--- src/rtl/dmem_handshake_ctrl.sv ---
// Converts single-cycle MEM-stage load/store strobes into a req/ack handshake
// with a multi-cycle data memory, stalling the pipeline while an access is open.
module dmem_handshake_ctrl #(
  parameter int unsigned ADDR_W   = 16,
  parameter int unsigned DATA_W   = 16,
  parameter int unsigned MAX_WAIT = 15
) (
  input  logic              clk,
  input  logic              rst_n,
  input  logic              re_mem,
  input  logic              we_mem,
  input  logic [ADDR_W-1:0] addr,
  input  logic [DATA_W-1:0] sdata,
  output logic [DATA_W-1:0] ldata,
  output logic              stall,
  output logic              mem_req,
  output logic              mem_we,
  output logic [ADDR_W-1:0] mem_addr,
  output logic [DATA_W-1:0] mem_wdata,
  input  logic              mem_ack,
  input  logic [DATA_W-1:0] mem_rdata,
  output logic              err
);

  typedef enum logic [1:0] {
    ST_IDLE = 2'd0,
    ST_WAIT = 2'd1,
    ST_DONE = 2'd2
  } state_t;

  localparam logic [7:0] WAIT_LIMIT = 8'(MAX_WAIT);
  localparam logic [7:0] WAIT_LAST  = 8'(MAX_WAIT - 1);

  state_t     state;
  state_t     state_nxt;
  logic [7:0] wait_cnt;

  logic start;
  logic conflict;
  logic ack_hit;
  logic timeout;
  logic wait_miss;
  logic spurious;

  always_ff @(posedge clk or negedge rst_n) begin
    if (!rst_n) begin
      state <= ST_IDLE;
    end else begin
      state <= state_nxt;
    end
  end

  // Timeout fires in the WAIT cycle that would push the counter to MAX_WAIT,
  // so a silent memory gets exactly MAX_WAIT request cycles.
  always_comb begin
    state_nxt = state;
    start     = 1'b0;
    conflict  = 1'b0;
    ack_hit   = 1'b0;
    timeout   = 1'b0;
    wait_miss = 1'b0;
    spurious  = 1'b0;
    case (state)
      ST_IDLE: begin
        spurious = mem_ack;
        if (re_mem || we_mem) begin
          start     = 1'b1;
          conflict  = re_mem && we_mem;
          state_nxt = ST_WAIT;
        end
      end
      ST_WAIT: begin
        if (mem_ack) begin
          ack_hit   = 1'b1;
          state_nxt = ST_DONE;
        end else if (wait_cnt >= WAIT_LAST) begin
          timeout   = 1'b1;
          state_nxt = ST_DONE;
        end else begin
          wait_miss = 1'b1;
        end
      end
      ST_DONE: begin
        spurious  = mem_ack;
        state_nxt = ST_IDLE;
      end
      default: begin
        state_nxt = ST_IDLE;
      end
    endcase
  end

  // Stall is gated by rst_n so it drops with reset even if a strobe is still high.
  always_comb begin
    stall = 1'b0;
    if (rst_n) begin
      stall = (state == ST_WAIT) || ((state == ST_IDLE) && (re_mem || we_mem));
    end
  end

  always_ff @(posedge clk or negedge rst_n) begin
    if (!rst_n) begin
      mem_req   <= 1'b0;
      mem_we    <= 1'b0;
      mem_addr  <= '0;
      mem_wdata <= '0;
      ldata     <= '0;
      err       <= 1'b0;
      wait_cnt  <= '0;
    end else begin
      if (start) begin
        mem_addr  <= addr;
        mem_wdata <= sdata;
        mem_we    <= we_mem;
        mem_req   <= 1'b1;
        wait_cnt  <= '0;
      end
      if (ack_hit) begin
        mem_req <= 1'b0;
        if (!mem_we) begin
          ldata <= mem_rdata;
        end
      end
      if (timeout) begin
        mem_req <= 1'b0;
        if (!mem_we) begin
          ldata <= '0;
        end
      end
      if ((timeout || wait_miss) && (wait_cnt < WAIT_LIMIT)) begin
        wait_cnt <= wait_cnt + 8'd1;
      end
      if (conflict || timeout || spurious) begin
        err <= 1'b1;
      end
    end
  end

endmodule

--- config.mk ---
export PLATFORM = sky130hd
export DESIGN_NAME = dmem_handshake_ctrl
export DESIGN_NICKNAME = d
export VERILOG_FILES = /design/src/rtl/dmem_handshake_ctrl.sv
export SDC_FILE = /design/constraint.sdc
export NUM_CORES = 1
export LEC_CHECK = 0
export CAP_MARGIN = 40
export CELL_PAD_IN_SITES_DETAIL_PLACEMENT = 1
export CELL_PAD_IN_SITES_GLOBAL_PLACEMENT = 2
export CORE_ASPECT_RATIO = 1.5
export CORE_UTILIZATION = 26
export DETAILED_ROUTE_END_ITERATION = 12
export MAX_ROUTING_LAYER = met4
export PLACE_DENSITY = 0.78
export SYNTH_ARGS = -nofsm -noshare
export SYNTH_HDL_FRONTEND = slang
export SYNTH_SLANG_ARGS = --single-unit
--- constraint.sdc ---
create_clock -name clk -period 1.65 [get_ports clk]
set_input_delay 0.33 -clock clk [delete_from_list [all_inputs] [get_ports clk]]
set_output_delay 0.33 -clock clk [all_outputs]
set_load 0.1 [all_outputs]
==> results of run 1 <==
==> cell families after synthesis <==
logic type / Yosys count / share of synthesized area
flops: 61 / 0.6049
simple gates: 58 / 0.1210
mux: 34 / 0.1507
compound gates: 31 / 0.08231
buf+inv: 14 / 0.03123
fa+ha+maj: 2 / 0.009914
==> stage by stage <==
stage | std cells | TNS, ns | util | worst slack [ns] | hold WS [ns]
CTS | 438 | -0.09970 | 0.4932 | -0.09970 | 0.06303
detailed placement | 421 | -11.49 | 0.4618 | -0.2554 | 0.4133
global route | 438 | -0.1183 | 0.4932 | -0.1183 | 0.07656
global placement | 421 | -10.53 | 0.4618 | -0.2273 | 0.4101
floorplan | 200 | -0.2077 | - | -0.2077 | 0.03441
finish | 438 | -0.06321 | 0.4932 | -0.06321 | 0.04273
==> cells in the final DEF, fill, tap and decap left out, types with 2 or more instances in the layout <==
cell                              Yosys  routed
sky130_fd_sc_hd__clkdlybuf4s50_1      0      49
sky130_fd_sc_hd__mux2_1               2       2
sky130_fd_sc_hd__a21oi_1             16      16
sky130_fd_sc_hd__dfrtp_1             61      60
sky130_fd_sc_hd__dlygate4sd2_1        0       2
sky130_fd_sc_hd__mux2_2              30      30
sky130_fd_sc_hd__clkbuf_8             0       2
sky130_fd_sc_hd__buf_4                4      11
sky130_fd_sc_hd__buf_12               0      56
sky130_fd_sc_hd__mux2i_1              2       2
sky130_fd_sc_hd__clkbuf_16            0       9
sky130_fd_sc_hd__ha_1                 2       2
sky130_fd_sc_hd__nand2_1             36      36
sky130_fd_sc_hd__nor2b_1              6       5
sky130_fd_sc_hd__nor2_1               2       2
sky130_fd_sc_hd__inv_1                5       5
sky130_fd_sc_hd__clkinv_2             0       3
sky130_fd_sc_hd__o21ai_0              2       2
==> state kept, by name (all words and copies together), names as in the netlist <==
| name | flops |
|---|---|
| ldata | 16 |
| mem_addr | 16 |
| mem_wdata | 16 |
| wait_cnt | 8 |
| state | 2 |
| err | 1 |
| mem_req | 1 |
| mem_we | 1 |
==> final timing paths <==
kind,depth (start not counted),endpoint,start
worst min register to register,1,err,err
min in group clk,2,mem_we,we_mem
worst min-delay path,2,wait_cnt[2],rst_n
max in group asynchronous,2,mem_we,rst_n
worst max-delay path,4,stall,state[0]
worst max register to register,5,mem_addr[3],state[0]
==> worst max-delay path, stage by stage, from the launching register on <==
cell and delay [ns]:
sky130_fd_sc_hd__dfrtp_1 0.37, sky130_fd_sc_hd__buf_4 0.15, sky130_fd_sc_hd__nor2b_4 0.13, sky130_fd_sc_hd__o21a_2 0.23
sky130_fd_sc_hd__buf_12 0.17
==> Yosys cell counts (2+ instances only) <==
| library cell | instances |
|---|---|
| sky130_fd_sc_hd__a21oi_1 | 16 |
| sky130_fd_sc_hd__buf_2 | 2 |
| sky130_fd_sc_hd__buf_4 | 4 |
| sky130_fd_sc_hd__dfrtp_1 | 61 |
| sky130_fd_sc_hd__ha_1 | 2 |
| sky130_fd_sc_hd__inv_1 | 5 |
| sky130_fd_sc_hd__mux2_1 | 2 |
| sky130_fd_sc_hd__mux2_2 | 30 |
| sky130_fd_sc_hd__mux2i_1 | 2 |
| sky130_fd_sc_hd__nand2_1 | 36 |
| sky130_fd_sc_hd__nor2_1 | 2 |
| sky130_fd_sc_hd__nor2b_1 | 6 |
| sky130_fd_sc_hd__o21ai_0 | 2 |
==> layout make-up <==
| cell class | instances | area [um^2] |
|---|---|---|
| inverters | 5 | 18.77 |
| fillers | 971 | 4745 |
| multi-input cells | 125 | 934.6 |
| clock inverters | 4 | 22.52 |
| flip-flops and latches | 61 | 1528 |
| clock buffers | 12 | 256.5 |
| repair buffers | 119 | 1717 |
| well taps | 112 | 140.1 |
==> metal layers <==
layer / up-vias / GRT usage / wire (um)
met5: - / - / 0
met4: 0 / 0.06689 / 157
met1: 989 / 0.1609 / 2668
met2: 66 / 0.2738 / 3878
li1: 938 / - / -
met3: 11 / 0.04461 / 343
==> repair_timing <==
item	in CTS	in global routing
endpoints found under the hold margin	0	0
gates resized for setup	6	0
endpoints found under the setup margin	3	1
buffers inserted	1	0
pin swaps	2	1
==> summary by stage, run 1 <==
Status
The run finished, with violations left. The final reports fail on negative setup slack.

Synthesis
The async set-reset flop share out of synthesis is 1.000. Of the synthesized area, sequential elements account for 0.6049. The area share of the largest cell type after synthesis is 0.6049.

The netlist uses between 40 and 50 different library cells. The area of the mapped netlist is approximately 2500 um^2. The number of synthesized register bits is 61. The most area-hungry cell type in the Yosys netlist is sky130_fd_sc_hd__dfrtp_1. In the post-synthesis netlist, the biggest area contributors are sky130_fd_sc_hd__dfrtp_1 (60%), sky130_fd_sc_hd__mux2_2 (13%), sky130_fd_sc_hd__nand2_1 (5.4%). The gate count of the mapped netlist is 200. The dominant synthesized flop cell is sky130_fd_sc_hd__dfrtp_1. In this run, synthesis inferred 0 flip-flops with an integrated enable. The number of nets handed over by synthesis was about 260. The number of warnings issued by yosys is 0.

Averaged over all synthesized cells, the footprint is 12.62 um^2.

Routing
The final layout contains routed wiring with a total length of 7049 um. The detail-routed net length per standard cell is about 16 um. The detailed-route vias per instance is 4.575. The number of routed nets with antenna violations is 0. In this run, the number of DRC markers left after iteration 0 of detailed routing was a little over 40. The pre-antenna-repair detailed-routing pass consisted of 4 iterations. For this run, design rule violations remaining after detail routing come to 0. The routed layout has about 2000 vias.

Timing
Once routing completed, OpenROAD measured the worst setup slack at -0.06321 ns. The minimum clock period is about 1.7 ns. In the finished design, the share of the clock period the worst path needs comes to 1.038. The number of failing setup endpoints in the final timing report is 1. Setup repair after global routing could not meet its margin everywhere. The clock skew after layout is 0.005025 ns. The worst slew margin relative to its limit is 0.6720. Timing would allow up to between 500 and 600 MHz. The pin slew with the least headroom to its limit is between 0.4 and 0.5 ns.

The final hold violation count came to 0. The final-report max-slew violation count is 0.

Clock tree
TritonCTS built the clock tree. The post-cts hold buffer count is 0. The number of sinks driven by the clock tree is around 60.

The root buffer cell is sky130_fd_sc_hd__clkbuf_16. The clock passes through at most 2 buffers. The number of H-tree levels is 3.

After clock tree synthesis, the clock-pin slew on the worst setup and hold paths is 0.05 ns. For the worst-skew pair, the clock arrives at the later sink with an insertion delay of between 0.3 and 0.4 ns. The number of CTS-inserted buffers is 9.

Layout
At the end of the flow, the number of nets in the layout was between 300 and 400. The post-layout instance area is 4617 um^2. The growth of design area from synthesis to finish is 82.95%.

The number of antenna diodes in the final layout is 0. In the final layout, the share of cells above drive strength 1 is 0.3773.

Global routing
The maximum number of pins on one net before global-route repair is slightly above 60. The initial antenna violation count came to 0. The first-pass GRT wire length is 11200 um. The residual overflow from global routing is 0. In the global route stage, overall resource usage came out at 0.1571.

The via count of the first global-routing pass was about 2300.

Min path
The path class of the tightest hold or removal check is in -> async.

Floorplan
The die is between 80 and 90 um wide. The effective utilization at floorplan is 0.2696. The number of placed I/O pins is 105. In this run the vertical extent of the chip is ~120 um.

The floorplan step defined a die boundary enclosing 10110 um^2. In this run the core area contains 43 standard-cell rows. The area inside the core boundary is 9361 um^2.

Setup path
Of all nets on the critical path, the largest fanout is 7. The worst setup path is captured at an output port. The critical path is of the reg -> out type.

STA classifies the critical path startpoint as a flop. At the worst endpoint, the arrival time is approximately 1.4 ns. The setup check on the worst reg-to-reg path leaves a slack of roughly 0.10 ns. For the worst setup path, the data required time is between 1 and 1.5 ns.

Placement
The congestion estimate from routability-driven global placement came to roughly 0.71. In this run the cell area measured after placement is around 4300 um^2. The wire-length estimate of the detail-placed layout is 5040 um.

The count of input and output buffers is approximately 100.

Run
The max-capacitance violation count is 0.
Power of run 1 is left out: the tool's default activity adds up to more than one toggle a clock period on the data nets, which glitch-free logic cannot reach.
==> run 2, diff against run 1 <==
--- a/config.mk
+++ b/config.mk
@@ -9,6 +9,7 @@
 export CELL_PAD_IN_SITES_DETAIL_PLACEMENT = 1
 export CELL_PAD_IN_SITES_GLOBAL_PLACEMENT = 2
 export CORE_ASPECT_RATIO = 1.5
+export CORE_MARGIN = 2
 export CORE_UTILIZATION = 26
 export DETAILED_ROUTE_END_ITERATION = 12
 export MAX_ROUTING_LAYER = met4
==> summary by stage, run 2 (synthesis results as in run 1) <==
Placement
The pre-CTS setup slack is -0.2506 ns (was -0.2554 ns). The final RePlAce weighted congestion is 0.7201 (was 0.7110). The standard cell area after detailed placement is 4327 um^2 (was 4323 um^2). The post-detailed-placement half-perimeter wirelength is 5062 um (was 5040 um). The count of input and output buffers is 104 (unchanged).

The number of instances in the placed design was 424 (was 421).

Layout
The final-stage net count is 379 (was 376). Top library cells by usage in the layout, fill and taps aside: sky130_fd_sc_hd__dfrtp_1 (60), sky130_fd_sc_hd__buf_12 (56), sky130_fd_sc_hd__clkdlybuf4s50_1 (49) (unchanged). The number of diodes is 0 (unchanged). The filler-free cell count of the finished design is 444 (was 438). The share of layout cells above drive strength 1 is 0.3891 (was 0.3773). The growth of design area from synthesis to finish was 85.13% (was 82.95%). Registers with the highest flip-flop counts: ldata (16), mem_addr (16), mem_wdata (16) (unchanged). The post-layout instance area is 4672 um^2 (was 4617 um^2). The most common cell after layout, fill and taps aside is sky130_fd_sc_hd__dfrtp_1 (unchanged).

Setup path
The worst reg-to-reg path cell count was 5 (unchanged). The slowest cell on the critical path is sky130_fd_sc_hd__dfrtp_1 (unchanged). The sort of element at the end of the critical path is an output port (unchanged). The class of the most critical setup path is reg -> out (unchanged). The maximum cell stage delay along the critical path is 0.38 ns (was 0.37 ns). Cell-by-cell trace of the critical path: or2_4 -> nor2_4 -> o21a_2 -> buf_12 (was buf_4 -> nor2b_4 -> o21a_2 -> buf_12).

The type of origin of the critical path was a flop (unchanged). The top fanout value on the critical path is 2 (was 7). The worst endpoint required time is 1.32 ns (about the same). The worst path arrival time came to 1.39 ns (was 1.38 ns).

Timing
The post-route worst setup slack is -0.06747 ns (was -0.06321 ns). The final-report max-slew violation count was 0 (unchanged). The minimum clock period is 1.717 ns (was 1.713 ns). The share of the cycle needed by the critical path after routing is 1.041 (was 1.038). The number of failing setup endpoints in the final timing report was 1 (unchanged). The maximum clock rate is 582.3 MHz (was 583.7 MHz). RSZ-0062 raised after global routing: yes (unchanged). The clock skew after layout came to 0.005733 ns (was 0.005025 ns).

The worst slew margin relative to its limit is 0.7513 (was 0.6720). The pin slew with the least headroom to its limit was 0.3725 ns (was 0.4843 ns). The final hold violation count is 0 (unchanged).

Run
The max-capacitance violation count is 0 (unchanged).

Routing
The aggregate routed wire length is 7073 um (was 7049 um). The detail-routed net length per standard cell is 15.93 um (was 16.09 um). The detailed-router iteration count before antenna repair is 4 (unchanged).

The vias after detailed routing was 2018 (was 2004). The initial detailed-routing violation count is 59 (was 41). The detailed-route vias per instance is 4.545 (was 4.575). The remaining design rule violation count came to 0 (unchanged). The number of routed nets with antenna violations is 0 (unchanged).

Global routing
The via count of the first global-routing pass is 2317 (was 2254). The most used routing layer in global routing is met2 (unchanged). The overall global routing resource usage came to 0.1493 (was 0.1571).

The met1 track utilization from global routing is 0.1458 (was 0.1609). The maximum number of pins on one net before global-route repair is 62 (unchanged). The met3 usage is 0.04573 (was 0.04461). The first-pass GRT wire length is 11700 um (was 11200 um).

The met2 usage in global routing was 0.2726 (was 0.2738). The initial antenna violation count is 0 (unchanged). The residual overflow from global routing is 0 (unchanged).

Clock tree
The number of CTS-inserted buffers was 9 (unchanged). The CTS tree is yes (unchanged). The root buffer cell is sky130_fd_sc_hd__clkbuf_16 (unchanged). The number of H-tree levels is 3 (unchanged). The source-to-sink clock delay at the later pin of the worst-skew pair is 0.33 ns (was 0.32 ns). The clock transition at the register clock pins on the worst setup and hold paths after CTS is 0.05 ns (about the same). The number of sinks driven by the clock tree is 61 (unchanged).

The buffer levels on the longest clock path came to 2 (unchanged).

Floorplan
The number of placed I/O pins came to 105 (unchanged). The row count was 44 (was 43). The chip width is 84.44 um (was 82.44 um). The die area is 10530 um^2 (was 10110 um^2).

The effective utilization at floorplan is 0.2635 (was 0.2696). The area inside the core boundary was 9579 um^2 (was 9361 um^2). The die outline height came to 124.7 um (was 122.7 um).

Status
Result of the run: finished with violations (unchanged). Violated checks: negative setup slack (unchanged).

Min path
The type of the worst min-delay path was in -> async (unchanged).
[run 2: cell count changes in the layout (fill, tap and decap cells not counted)]
| cell | delta |
|---|---|
| sky130_fd_sc_hd__clkbuf_8 | -1 |
| sky130_fd_sc_hd__clkinvlp_4 | +2 |
| sky130_fd_sc_hd__nor2b_4 | -1 |
| sky130_fd_sc_hd__o311ai_1 | -1 |
| sky130_fd_sc_hd__clkinv_2 | -1 |
| sky130_fd_sc_hd__bufinv_16 | +1 |
| sky130_fd_sc_hd__buf_6 | +1 |
| sky130_fd_sc_hd__nor2b_2 | +1 |
| sky130_fd_sc_hd__buf_4 | +2 |
| sky130_fd_sc_hd__o311ai_2 | +1 |
| sky130_fd_sc_hd__clkbuf_1 | -1 |
[run 2: layout make-up]
type	instances	area, um^2
timing repair buffer	122	1743
multi-input combinational	125	937.1
fill	969	4907
inverter	5	18.77
clock buffer	10	239.0
clock inverter	6	62.56
sequential	61	1528
tap	115	143.9
[run 2: worst max-delay path, delay by kind of cell, from the launching register on]
kind            cells  cell delay, ns
simple gates        2            0.36
buf+inv             1            0.17
compound gates      1            0.15
flops               1            0.38
[run 2: what timing repair did]
item / CTS / global route
resized for setup: 6 / 1
pin swaps: 3 / 2
hold buffers: 0 / 0
buffers inserted: 2 / 2
setup endpoints to repair: 3 / 18
hold endpoints to repair: 0 / 0
[run 2: path summary, 6_finish.rpt]
check	end	start	slack, ns
setup / recovery	stall	state[0]	-0.07
hold / removal	wait_cnt[1]	rst_n	0.06
setup reg to reg	mem_addr[7]	state[0]	0.07
hold reg to reg	err	err	0.53
max in group asynchronous	mem_we	rst_n	1.29
min in group clk	mem_we	we_mem	0.42
[run 2: per-layer routing]
layer,vias up,part of all wire,routed length [um]
met5,-,0,0
met4,0,0.019,131
met3,12,0.053,374
met2,58,0.58,4088
met1,1006,0.35,2478
li1,942,-,-
[run 2: through the flow]
| step | TNS, ns | hold WS, ns | utilization |
|---|---|---|---|
| detailed placement | -11.40 | 0.4442 | 0.4517 |
| floorplan | -0.2077 | 0.03441 | - |
| global placement | -10.98 | 0.4375 | 0.4517 |
| global route | -0.3709 | 0.09070 | 0.4877 |
| CTS | -0.09057 | 0.08264 | 0.4854 |
| finish | -0.06747 | 0.05539 | 0.4877 |
Power of run 2 is left out for the same reason.
==> run 3, diff against run 2 <==
--- a/config.mk
+++ b/config.mk
@@ -14,6 +14,7 @@
 export DETAILED_ROUTE_END_ITERATION = 12
 export MAX_ROUTING_LAYER = met4
 export PLACE_DENSITY = 0.78
+export SLEW_MARGIN = 20
 export SYNTH_ARGS = -nofsm -noshare
 export SYNTH_HDL_FRONTEND = slang
 export SYNTH_SLANG_ARGS = --single-unit
==> results of run 3 <==
Same layout as run 2: the final DEF is identical, and so are final timing and power.
Power of run 3 is left out for the same reason.
